`config.mk`:
```
export PLATFORM = sky130hd
export DESIGN_NAME = fir_regfile_sequencer
export DESIGN_NICKNAME = d
export VERILOG_FILES = /design/src/rtl/fir_regfile_sequencer.sv
export SDC_FILE = /design/constraint.sdc
export NUM_CORES = 1
export LEC_CHECK = 0
export CORE_UTILIZATION = 45
export DETAILED_ROUTE_END_ITERATION = 6
export DONT_BUFFER_PORTS = 1
export PLACE_DENSITY = 0.65
export SETUP_SLACK_MARGIN = 0.1
export SYNTH_ARGS = -nofsm -noshare
export SYNTH_HDL_FRONTEND = slang
export SYNTH_SLANG_ARGS = --single-unit
```
`constraint.sdc`:
```
create_clock -name clk -period 5.1 [get_ports clk]
set_input_delay 0.51 -clock clk [delete_from_list [all_inputs] [get_ports clk]]
set_output_delay 0.51 -clock clk [all_outputs]
set_load 0.01 [all_outputs]
```
`src/rtl/fir_regfile_sequencer.sv`:
```
// 4-tap FIR controller that uses an external 4x8 register file as a circular delay line.
// Clears the file after reset, then writes one sample, runs a two-cycle MAC and hands off the result.
module fir_regfile_sequencer #(
    parameter logic [7:0] C0 = 8'd1,
    parameter logic [7:0] C1 = 8'd2,
    parameter logic [7:0] C2 = 8'd3,
    parameter logic [7:0] C3 = 8'd4
) (
    input  logic        clk,
    input  logic        rst,
    input  logic        in_valid,
    input  logic [7:0]  in_data,
    output logic        in_ready,
    output logic        out_valid,
    output logic [17:0] out_data,
    input  logic        out_ready,
    output logic        regWrite,
    output logic [1:0]  writeRegister,
    output logic [7:0]  writeData,
    output logic [1:0]  readRegister1,
    output logic [1:0]  readRegister2,
    input  logic [7:0]  readData1,
    input  logic [7:0]  readData2
);

    // Valid/ready: a transfer happens on a rising edge where both are 1; a raised valid
    // and its data stay stable until that edge, and ready never depends on valid.
    typedef enum logic [2:0] {
        S_CLEAR = 3'd0,
        S_IDLE  = 3'd1,
        S_WRITE = 3'd2,
        S_MAC0  = 3'd3,
        S_MAC1  = 3'd4,
        S_DONE  = 3'd5
    } state_t;

    state_t      state_q, state_d;
    logic [1:0]  clr_cnt_q, clr_cnt_d;
    logic [1:0]  ptr_q, ptr_d;
    logic [7:0]  sample_q, sample_d;
    logic [17:0] acc_q, acc_d;

    logic [7:0]  coef_1, coef_2;
    logic [15:0] prod_1, prod_2;
    logic [17:0] mac_sum;

    always_ff @(posedge clk) begin
        if (!rst) begin
            state_q   <= S_CLEAR;
            clr_cnt_q <= 2'd0;
            ptr_q     <= 2'd0;
            sample_q  <= 8'd0;
            acc_q     <= 18'd0;
        end else begin
            state_q   <= state_d;
            clr_cnt_q <= clr_cnt_d;
            ptr_q     <= ptr_d;
            sample_q  <= sample_d;
            acc_q     <= acc_d;
        end
    end

    // Both read ports are multiplied in each MAC cycle; only the coefficient pair changes.
    always_comb begin
        coef_1  = (state_q == S_MAC1) ? C2 : C0;
        coef_2  = (state_q == S_MAC1) ? C3 : C1;
        prod_1  = 16'(readData1) * 16'(coef_1);
        prod_2  = 16'(readData2) * 16'(coef_2);
        mac_sum = 18'(prod_1) + 18'(prod_2);
    end

    always_comb begin
        state_d   = state_q;
        clr_cnt_d = clr_cnt_q;
        ptr_d     = ptr_q;
        sample_d  = sample_q;
        acc_d     = acc_q;
        case (state_q)
            S_CLEAR: begin
                clr_cnt_d = clr_cnt_q + 2'd1;
                if (clr_cnt_q == 2'd3) state_d = S_IDLE;
            end
            S_IDLE: begin
                if (in_valid) begin
                    sample_d = in_data;
                    state_d  = S_WRITE;
                end
            end
            S_WRITE: begin
                acc_d   = 18'd0;
                state_d = S_MAC0;
            end
            S_MAC0: begin
                acc_d   = mac_sum;
                state_d = S_MAC1;
            end
            S_MAC1: begin
                acc_d   = acc_q + mac_sum;
                state_d = S_DONE;
            end
            S_DONE: begin
                if (out_ready) begin
                    ptr_d   = ptr_q + 2'd1;
                    state_d = S_IDLE;
                end
            end
            default: state_d = S_CLEAR;
        endcase
    end

    // Write enable is held off while reset is asserted so the file is not touched during reset.
    always_comb begin
        in_ready      = (state_q == S_IDLE);
        out_valid     = (state_q == S_DONE);
        out_data      = (state_q == S_DONE) ? acc_q : 18'd0;
        regWrite      = rst && ((state_q == S_CLEAR) || (state_q == S_WRITE));
        writeRegister = (state_q == S_CLEAR) ? clr_cnt_q : ptr_q;
        writeData     = (state_q == S_WRITE) ? sample_q : 8'd0;
        readRegister1 = 2'd0;
        readRegister2 = 2'd0;
        case (state_q)
            S_MAC0: begin
                readRegister1 = ptr_q;
                readRegister2 = ptr_q - 2'd1;
            end
            S_MAC1: begin
                readRegister1 = ptr_q - 2'd2;
                readRegister2 = ptr_q - 2'd3;
            end
            default: ;
        endcase
    end

endmodule

```
; ---- Word level (Yosys, flattened, before mapping)
; Index checks and enable logic that the tools add are counted.
[totals]
register_bits = 33
latchBits = 0
mem_bits_rw = 0
rom_bits = 0
inputBits = 28
output_inout_bits = 35
wordCells = 42
n_memories = 0
[classes]
addsub = 7
n_mul = 2
div = 0
magnitude_cmp = 0
n_eq_ne = 9
n_shift = 0
n_mux = 12
bitwise = 0
n_reduce_logical = 7
[op_table]
columns = op, count
row1 = $pmux W18 S3, 1
row2 = $add A18 B12 Y18, 1
row3 = $mux W18, 1
row4 = $pmux W3 S6, 1
row5 = $add A10 B11 Y12, 1
row6 = $mux W3, 4
row7 = $mul A8 B3 Y11, 1
row8 = $mul A8 B2 Y10, 1
row9 = $mux W8, 1
row10 = $pmux W2 S2, 2
row11 = $eq A3 B2 Y1 const B, 2
row12 = $eq A3 B3 Y1 const B, 2
row13 = $add A2 B1 Y2 const B, 2
row14 = $mux W2, 2
row15 = $ne A2 B2 Y1 const B, 2
row16 = $reduce_and A2 Y1, 2
row17 = $sub A2 B2 Y2 const B, 2
row18 = $eq A3 B1 Y1 const B, 1
row19 = $logic_not A3 Y1, 1
row20 = $reduce_and A3 Y1, 1
row21 = $reduce_bool A3 Y1, 1
row22 = $eq A2 B2 Y1 const B, 1
row23 = $ne A2 B1 Y1 const B, 1
row24 = $sub A2 B1 Y2 const B, 1
row25 = 2 further kinds, 2

; ---- Logic depth before layout (Yosys ltp)
; Gate-level depths: netlist of run 1.
[depth]
depth_word = 6
mapped_depth = 25
depth_no_buf = 21

; ---- Worst setup path after synthesis of run 1
; OpenSTA, ideal clock, no wires.
[synth_path]
path_type = register -> register
startpoint = reg state_q[1]
endpoint = reg acc_q[14]
t_arrival_ns = 5.246
required_time_ns = 4.978
path_slack_ns = -0.268
path_stages_with_launch = 24
n_path_buf = 3
synth_period_minus_slack_ns = 5.368
path_cell_list = dfxtp_1 -> inv_2 -> and2_1 -> buf_4 -> buf_4 -> buf_2 -> and2_1 -> ha_1 -> fa_1 -> inv_1 -> fa_1 -> inv_1 -> ha_1 -> nand2_1 -> nor3b_1 -> or3b_1 -> a21o_1 -> and2_1 -> ha_1 -> a21oi_1 -> nand2_1 -> a2bb2oi_4 -> o2bb2ai_1 -> a221o_1
[synth_via]
elab_chain_cells = 6
word_cells_on_any_way = 11
[synth_rtl]
columns = item, line
row1 = from (decl), 37  ; state_t state_q, state_d;
row2 = from (signal assigned), 55  ; state_q <= state_d;
row3 = $eq A3 B3 Y1, "65, 66, 78"
row4 = $mux W2 / $mux W3 (equally long branches), "65, 66"
row5 = $mul A8 B2 Y10 / $mul A8 B3 Y11 (equally long branches), "67, 68"
row6 = $add A10 B11 Y12, 69  ; mac_sum = 18'(prod_1) + 18'(prod_2);
row7 = $add A18 B12 Y18, 98  ; acc_d = acc_q + mac_sum;
row8 = $pmux W18 S3, 78  ; case (state_q)
row9 = to (signal assigned), 53  ; acc_q <= 18'd0;
row10 = to (signal assigned), 59  ; acc_q <= acc_d;
row11 = to (decl), 41  ; logic [17:0] acc_q, acc_d;
; Parallel ways exist; a longest one is shown, timed or not.
; A chain may end at the register's enable or synchronous reset.

; ---- Worst setup path after layout of run 1
[layout_path]
startpoint = reg state_q[2]
endpoint = reg acc_q[15]
; The elaborated chain is that of the path after synthesis.

==> flow_metrics.py, run 1 <==
metrics = {
    "status": {
        "status": "completed",
    },
    "critical_path": {
        "crit_fanout": 5,
        "crit_arrival_ns": 5.02,
        "cp-start-kind": "flip-flop",
        "timing.rr.end": "acc_q[15]",
        "crit_type": "flip-flop to flip-flop",
        "cp.required_ns": 5.31,
        "timing.rr.start": "state_q[2]",
        "crit_path_end_kind": "flip-flop",
        "r2r_cells": 21,
        "r2r_setup_slack_ns": 0.29,
    },
    "sta": {
        "hold_violations": 0,
        "period_share_pct": 94.3,
        "clock_skew_ns": 0.00595,
        "slew_headroom_pct": 45.2,
        "slew_viol_final": 0,
        "min_period_ns": 4.81,
        "finalSetupViolations": 0,
        "fmax_mhz": 208,
        "rsz0062_at_grt": "false",
        "worstMarginPinSlew_ns": 0.823,
    },
    "synthesis": {
        "ys_async_sr_fraction_pct": 0,
        "yosysUniqueCellTypes": 62,
        "netlist_instances": 405,
        "synth_top_area_share_pct": 19.9,
        "synthTopCellsByArea": "dfxtp_1, ha_1, fa_1, and2_1, a21oi_1",
        "ys_ff_latch": 33,
        "ys_seq_area_share_pct": 19.9,
        "synth_edf_count": 0,
        "syn_area_sq_mm": 0.00331,
        "yosysTopAreaCell": "dfxtp_1",
        "yosysWarnings": 0,
        "syn_area_per_cell_sq_um": 8.18,
        "synthFlopType": "dfxtp_1",
    },
    "worst_hold_path": {
        "holdPathEnd": "acc_q[6]",
        "hold_path_class": "input port to flip-flop",
        "hold_depth": 1,
        "hold_path_startpoint": "rst",
    },
    "floorplanning": {
        "die_h_microns": 87.8,
        "start_util_pct": 47.7,
        "coreArea_sq_mm": 0.00694,
        "fp-row-count": 30,
        "die_x_microns": 87.8,
        "fp.dieArea_sq_mm": 0.00771,
        "io_pins": 63,
    },
    "power_and_ir_drop": {
        "power_mw": 0.921,
        "vdd_drop_max_uv": 203,
        "combPwrFrac_pct": 39.8,
        "p_sw_mw": 0.330,
        "p_int_mw": 0.591,
        "sw_frac_of_total_pct": 35.8,
        "power.density_mw_per_mm2": 246,
        "leakage_nw": 1.62,
        "p_clk_share_pct": 28.1,
        "pwr-share-seq_pct": 32.1,
    },
    "global_routing": {
        "grt_util_all_layers_pct": 20.4,
        "gr-total-overflow": 0,
        "grt_max_degree": 27,
        "grt_pass1_vias": 2675,
        "grt_pass1_wl_microns": 12300,
        "antenna_found_initial": 0,
    },
    "detailed_routing": {
        "vias_per_cell": 5.59,
        "drtAntennaViolNets": 0,
        "wl_per_cell_microns": 15.4,
        "drcViolationCount": 0,
        "drt-initial-drc-count": 84,
        "wl_microns": 7920,
        "drtPass1Iterations": 4,
        "vias": 2875,
    },
    "clocking": {
        "clockBufferDepth": 2,
        "cts_root_buffer": "clkbuf_8",
        "clkLatencyLatePin_ns": 0.29,
        "numCtsBuffers": 5,
        "clk_pin_slew_ns": 0.08,
        "ctsHtreeMaxLevel": 2,
        "clock-sinks": 33,
        "cts_tree": "done",
        "cts_hold_buf": 0,
    },
    "finish": {
        "syn_to_final_growth_pct": 13.1,
        "drive_gt1_share_pct": 14.4,
        "n_antenna_cell": 0,
        "fillerInstances": 643,
        "stdcell_count": 514,
        "fin_nets": 495,
    },
    "place": {
        "hpwl_microns": 5890,
        "port_buffers": 0,
        "dp.cells": 494,
        "gp_congestion": 0.892,
    },
    "flow_run": {
        "maxCapViolCount": 0,
    },
}
-- power groups by stage --
stage / clock network (mW) / logic [mW] / registers [mW]
floorplan: 0 / 0.275 / 0.296
global placement: 0 / 0.319 / 0.301
detailed placement: 0 / 0.326 / 0.302
CTS: 0.262 / 0.335 / 0.296
global route: 0.274 / 0.404 / 0.299
finish: 0.259 / 0.367 / 0.296
-- Yosys cell counts, types with 3 or more instances --
cell	count
o211ai_1	5
nand3b_1	3
fa_1	15
inv_1	33
a22oi_1	3
dfxtp_1	33
o21ai_1	5
xor2_1	6
mux2_2	3
nor2b_1	8
nor3_1	9
nand3_1	11
nand2_1	28
ha_1	35
nand2b_1	4
mux2i_1	10
clkbuf_1	7
a21o_1	3
a21oi_1	29
o21a_1	5
buf_2	5
xnor2_1	11
nor2_1	36
and2_1	38
a211oi_1	4
a31oi_1	5
o21ai_0	7
-- kinds of logic (layout without fill, tap and decap cells) --
kind of cell | after synthesis | count (layout) | share of synthesized area (%)
muxes | 13 | 13 | 4.04
buffers and inverters | 50 | 61 | 6.30
other | 2 | 3 | 0.227
xor gates and xnor gates | 17 | 17 | 4.49
and+or+nand+nor | 152 | 153 | 24.1
DFF | 33 | 33 | 19.9
AOI/OAI and AO/OA | 88 | 88 | 18.6
adders and majority gates | 50 | 50 | 22.3
-- worst max-delay path, stage by stage (launching register included) --
cell	delay (ns)
dfxtp_2	0.33
nor2b_4	0.17
and2_4	0.19
and2_1	0.13
ha_1	0.22
inv_1	0.07
fa_1	0.43
fa_1	0.51
inv_1	0.07
ha_1	0.31
a21oi_2	0.17
nor3b_2	0.07
or3b_4	0.39
a21o_1	0.19
and2_4	0.18
ha_4	0.17
a21oi_2	0.13
or3b_1	0.38
a41o_1	0.28
a31oi_1	0.15
o21ai_0	0.10
o31ai_1	0.09
-- placed cells by master (no fill, tap or decap), types with 3 or more instances in the layout --
cell,instances
fa_1,14
nand3b_1,3
nor2_1,36
and2_1,36
nand2b_1,4
inv_1,33
xnor2_1,11
conb_1,3
a21oi_1,24
nor2b_1,8
o21ai_0,7
a22oi_1,3
nand2_1,26
buf_4,17
a211oi_1,4
dfxtp_1,31
a21o_1,3
a21oi_2,4
o21ai_1,5
clkbuf_8,5
a31oi_1,5
mux2i_1,10
nand3_1,11
o21a_1,5
nor3_1,8
and2_4,3
xor2_1,6
o211ai_1,5
ha_4,5
ha_1,30
mux2_2,3
-- per-layer routing --
layer,track usage [%],vias up,part of all wire [%]
met5,0,-,0
met3,4.43,17,4.2
met1,27.3,1366,47
met2,33.0,78,47
met4,5.66,0,1.5
li1,-,1414,-
-- stage by stage --
stage | setup slack [ns] | util [%] | hold slack, ns | instance area [sq um] | setup TNS (ns)
final | 0.291 | 54.0 | 0.335 | 3750 | 0
after global routing | 0.0664 | 54.0 | 0.329 | 3750 | 0
after CTS | 0.173 | 52.2 | 0.333 | 3620 | 0
after detailed placement | -0.0570 | 50.0 | 0.460 | 3470 | -0.143
after global placement | 0.104 | 50.0 | 0.456 | 3470 | 0
after floorplan | 0.105 | - | 0.437 | 3380 | 0
-- area by class of cell --
cell class              instances  area (sq um)  share of cell area, %
flip-flops and latches         33           666                   17.8
clock inverters                 3          46.3                   1.23
well taps                      96           120                   3.20
inverters                      35           131                   3.50
clock buffers                   5          68.8                   1.84
multi-input cells             324          2580                   68.8
repair buffers                 18           139                   3.70
-- worst max-delay path by stage --
stage / startpoint / endpoint / slack, ns / cells after the start
3_5_place_dp: state_q[2] / acc_q[17] / -0.06 / 20
4_1_cts: state_q[2] / acc_q[17] / 0.17 / 20
2_1_floorplan: state_q[0] / acc_q[15] / 0.10 / 25
6_report: state_q[2] / acc_q[15] / 0.29 / 21
5_1_grt: state_q[2] / acc_q[15] / 0.07 / 20
3_3_place_gp: state_q[2] / acc_q[17] / 0.10 / 20
-- sequential cells by signal, summed over array words and instances (netlist names) --
signal	count
sample_q	8
state_q	3
acc_q	18
clr_cnt_q	2
ptr_q	2
-- what timing repair did --
| item | 4_1_cts | 5_1_grt |
|---|---|---|
| resized for setup | 5 | 12 |
| setup endpoints to repair | 5 | 6 |
| cloned | 0 | 1 |
| pin swaps | 4 | 12 |
| buffers inserted | 3 | 8 |
| hold endpoints to repair | 0 | 0 |
Power figures use the tool's default switching activity.
==> run 2: changes to the inputs <==
--- a/config.mk
+++ b/config.mk
@@ -5,6 +5,7 @@
 export SDC_FILE = /design/constraint.sdc
 export NUM_CORES = 1
 export LEC_CHECK = 0
+export CORE_ASPECT_RATIO = 1.25
 export CORE_UTILIZATION = 45
 export DETAILED_ROUTE_END_ITERATION = 6
 export DONT_BUFFER_PORTS = 1
==> flow_metrics.py, run 2 (synthesis results as in run 1) <==
metrics = {
    "sta": {
        "fmax_mhz": 206,
        "slew_viol_final": 0,
        "worstMarginPinSlew_ns": 0.779,
        "clock_skew_ns": 0.00848,
        "hold_violations": 0,
        "rsz0062_at_grt": "false",
        "min_period_ns": 4.84,
        "finalSetupViolations": 0,
        "period_share_pct": 95.0,
        "slew_headroom_pct": 47.7,
        "fin_ws_ns": 0.257,
        "tns_ns": 0,
    },
    "finish": {
        "fillerInstances": 681,
        "drive_gt1_share_pct": 17.3,
        "final_cell_mix": "nor2_1, and2_1, dfxtp_1",
        "syn_to_final_growth_pct": 14.6,
        "post-route-util_pct": 53.8,
        "stdcell_count": 505,
        "top_register": "acc_q",
        "largest_register_ffs": 18,
        "fin_nets": 493,
        "final_common_cell": "nor2_1",
        "n_antenna_cell": 0,
        "top_regs": "acc_q (18), sample_q (8), state_q (3)",
    },
    "clocking": {
        "ctsHtreeMaxLevel": 2,
        "cts_root_buffer": "clkbuf_8",
        "clock-sinks": 33,
        "cts_hold_buf": 0,
        "clockBufferDepth": 2,
        "cts_tree": "done",
        "clkLatencyLatePin_ns": 0.29,
        "numCtsBuffers": 5,
        "clk_pin_slew_ns": 0.07,
    },
    "detailed_routing": {
        "wl_per_cell_microns": 15.8,
        "drcViolationCount": 0,
        "vias": 2824,
        "drtAntennaViolNets": 0,
        "vias_per_cell": 5.59,
        "wl_microns": 7980,
        "drt-initial-drc-count": 85,
        "drtPass1Iterations": 4,
    },
    "global_routing": {
        "grt_pass1_wl_microns": 12600,
        "grt_max_degree": 27,
        "grt_pass1_vias": 2788,
        "gr-total-overflow": 0,
        "antenna_found_initial": 0,
        "grt_util_all_layers_pct": 20.6,
    },
    "power_and_ir_drop": {
        "vdd_drop_max_uv": 206,
        "power_mw": 0.872,
        "leakage_nw": 1.61,
        "power.density_mw_per_mm2": 230,
    },
    "floorplanning": {
        "fp.dieArea_sq_mm": 0.00771,
        "start_util_pct": 46.9,
        "die_h_microns": 98.0,
        "io_pins": 63,
        "fp-row-count": 34,
        "die_x_microns": 78.8,
        "coreArea_sq_mm": 0.00706,
    },
    "critical_path": {
        "crit_arrival_ns": 5.06,
        "cp-start-kind": "flip-flop",
        "path_delay_family": "adder cells",
        "slowest_stage": "fa_1",
        "crit_type": "flip-flop to flip-flop",
        "path_cells": "nor2b_4 > and2_4 > buf_8 > nor2b_2 > ha_4 > fa_1 > inv_1 > fa_1 > inv_2 > ha_4 > nand2_2 > o211ai_1 > a31oi_1 > xnor2_1 > ha_1 > a21oi_4 > or3b_1 > a41o_2 > a21oi_2 > a21oi_2 > o21ai_1",
        "crit_buf_inv": 3,
        "r2r_setup_slack_ns": 0.26,
        "crit_path_end_kind": "flip-flop",
        "cp.required_ns": 5.32,
        "crit_fanout": 6,
        "cp_slowest_stage_delay_ns": 0.54,
    },
    "place": {
        "hpwl_microns": 5980,
        "port_buffers": 0,
        "gp_congestion": 0.864,
        "dp.cells": 488,
        "post-place-ws_ns": 0.0276,
    },
    "flow_run": {
        "maxCapViolCount": 0,
    },
    "status": {
        "status": "completed",
    },
    "worst_hold_path": {
        "hold_path_class": "input port to flip-flop",
    },
}
==> run 2: changes by cell type in the layout (fill, tap and decap cells not counted), moves of 3 or more <==
| cell | previous run | this run |
|---|---|---|
| ha_1 | 30 | 27 |
| inv_1 | 33 | 29 |
| ha_4 | 5 | 8 |
| inv_2 | 1 | 5 |
| buf_4 | 17 | 13 |
==> run 2: cell type report <==
type / instances / area (sq um) / share of cell area, %
inverters: 35 / 131 / 3.46
clock buffers: 7 / 86.3 / 2.27
multi-input cells: 323 / 2650 / 69.6
well taps: 90 / 113 / 2.96
repair buffers: 17 / 160 / 4.22
flip-flops and latches: 33 / 663 / 17.5
==> run 2: metal layers <==
metal	global-route usage, %	up-vias	wire length [microns]
li1	-	1408	-
met1	23.7	1322	3310
met2	37.2	79	4080
met3	3.08	15	360
met4	8.55	0	230
met5	0	-	0
==> run 2: power by group <==
group	switching (mW)	internal, mW
clock	0.101	0.107
combinational	0.200	0.169
sequential	0.0166	0.278
==> run 2: worst register-to-register path: stages (launching register included) <==
cell and delay [ns]:
dfxtp_2 0.32, nor2b_4 0.13, and2_4 0.19, buf_8 0.14, nor2b_2 0.18, ha_4 0.24, fa_1 0.54, inv_1 0.05
fa_1 0.49, inv_2 0.05, ha_4 0.28, nand2_2 0.07, o211ai_1 0.18, a31oi_1 0.12, xnor2_1 0.30, ha_1 0.34
a21oi_4 0.19, or3b_1 0.35, a41o_2 0.28, a21oi_2 0.15, a21oi_2 0.04, o21ai_1 0.14
==> run 2: worst paths after layout <==
check / cells past startpoint / to / start
max: 21 / acc_q[17] / state_q[2]
min: 1 / acc_q[6] / rst
max reg2reg: 21 / acc_q[17] / state_q[2]
min reg2reg: 2 / acc_q[17] / acc_q[17]
==> run 2: stage by stage <==
| stage | hold WS, ns | instance area [sq um] |
|---|---|---|
| after floorplan | 0.437 | 3380 |
| after global placement | 0.454 | 3460 |
| after detailed placement | 0.461 | 3460 |
| after CTS | 0.341 | 3580 |
| after global routing | 0.353 | 3800 |
| final | 0.348 | 3800 |
==> run 2: what timing repair did <==
action	CTS	global route
setup endpoints to repair	3	8
resized for setup	5	31
gates cloned	0	1
pin swaps	3	26
setup buffers	0	9
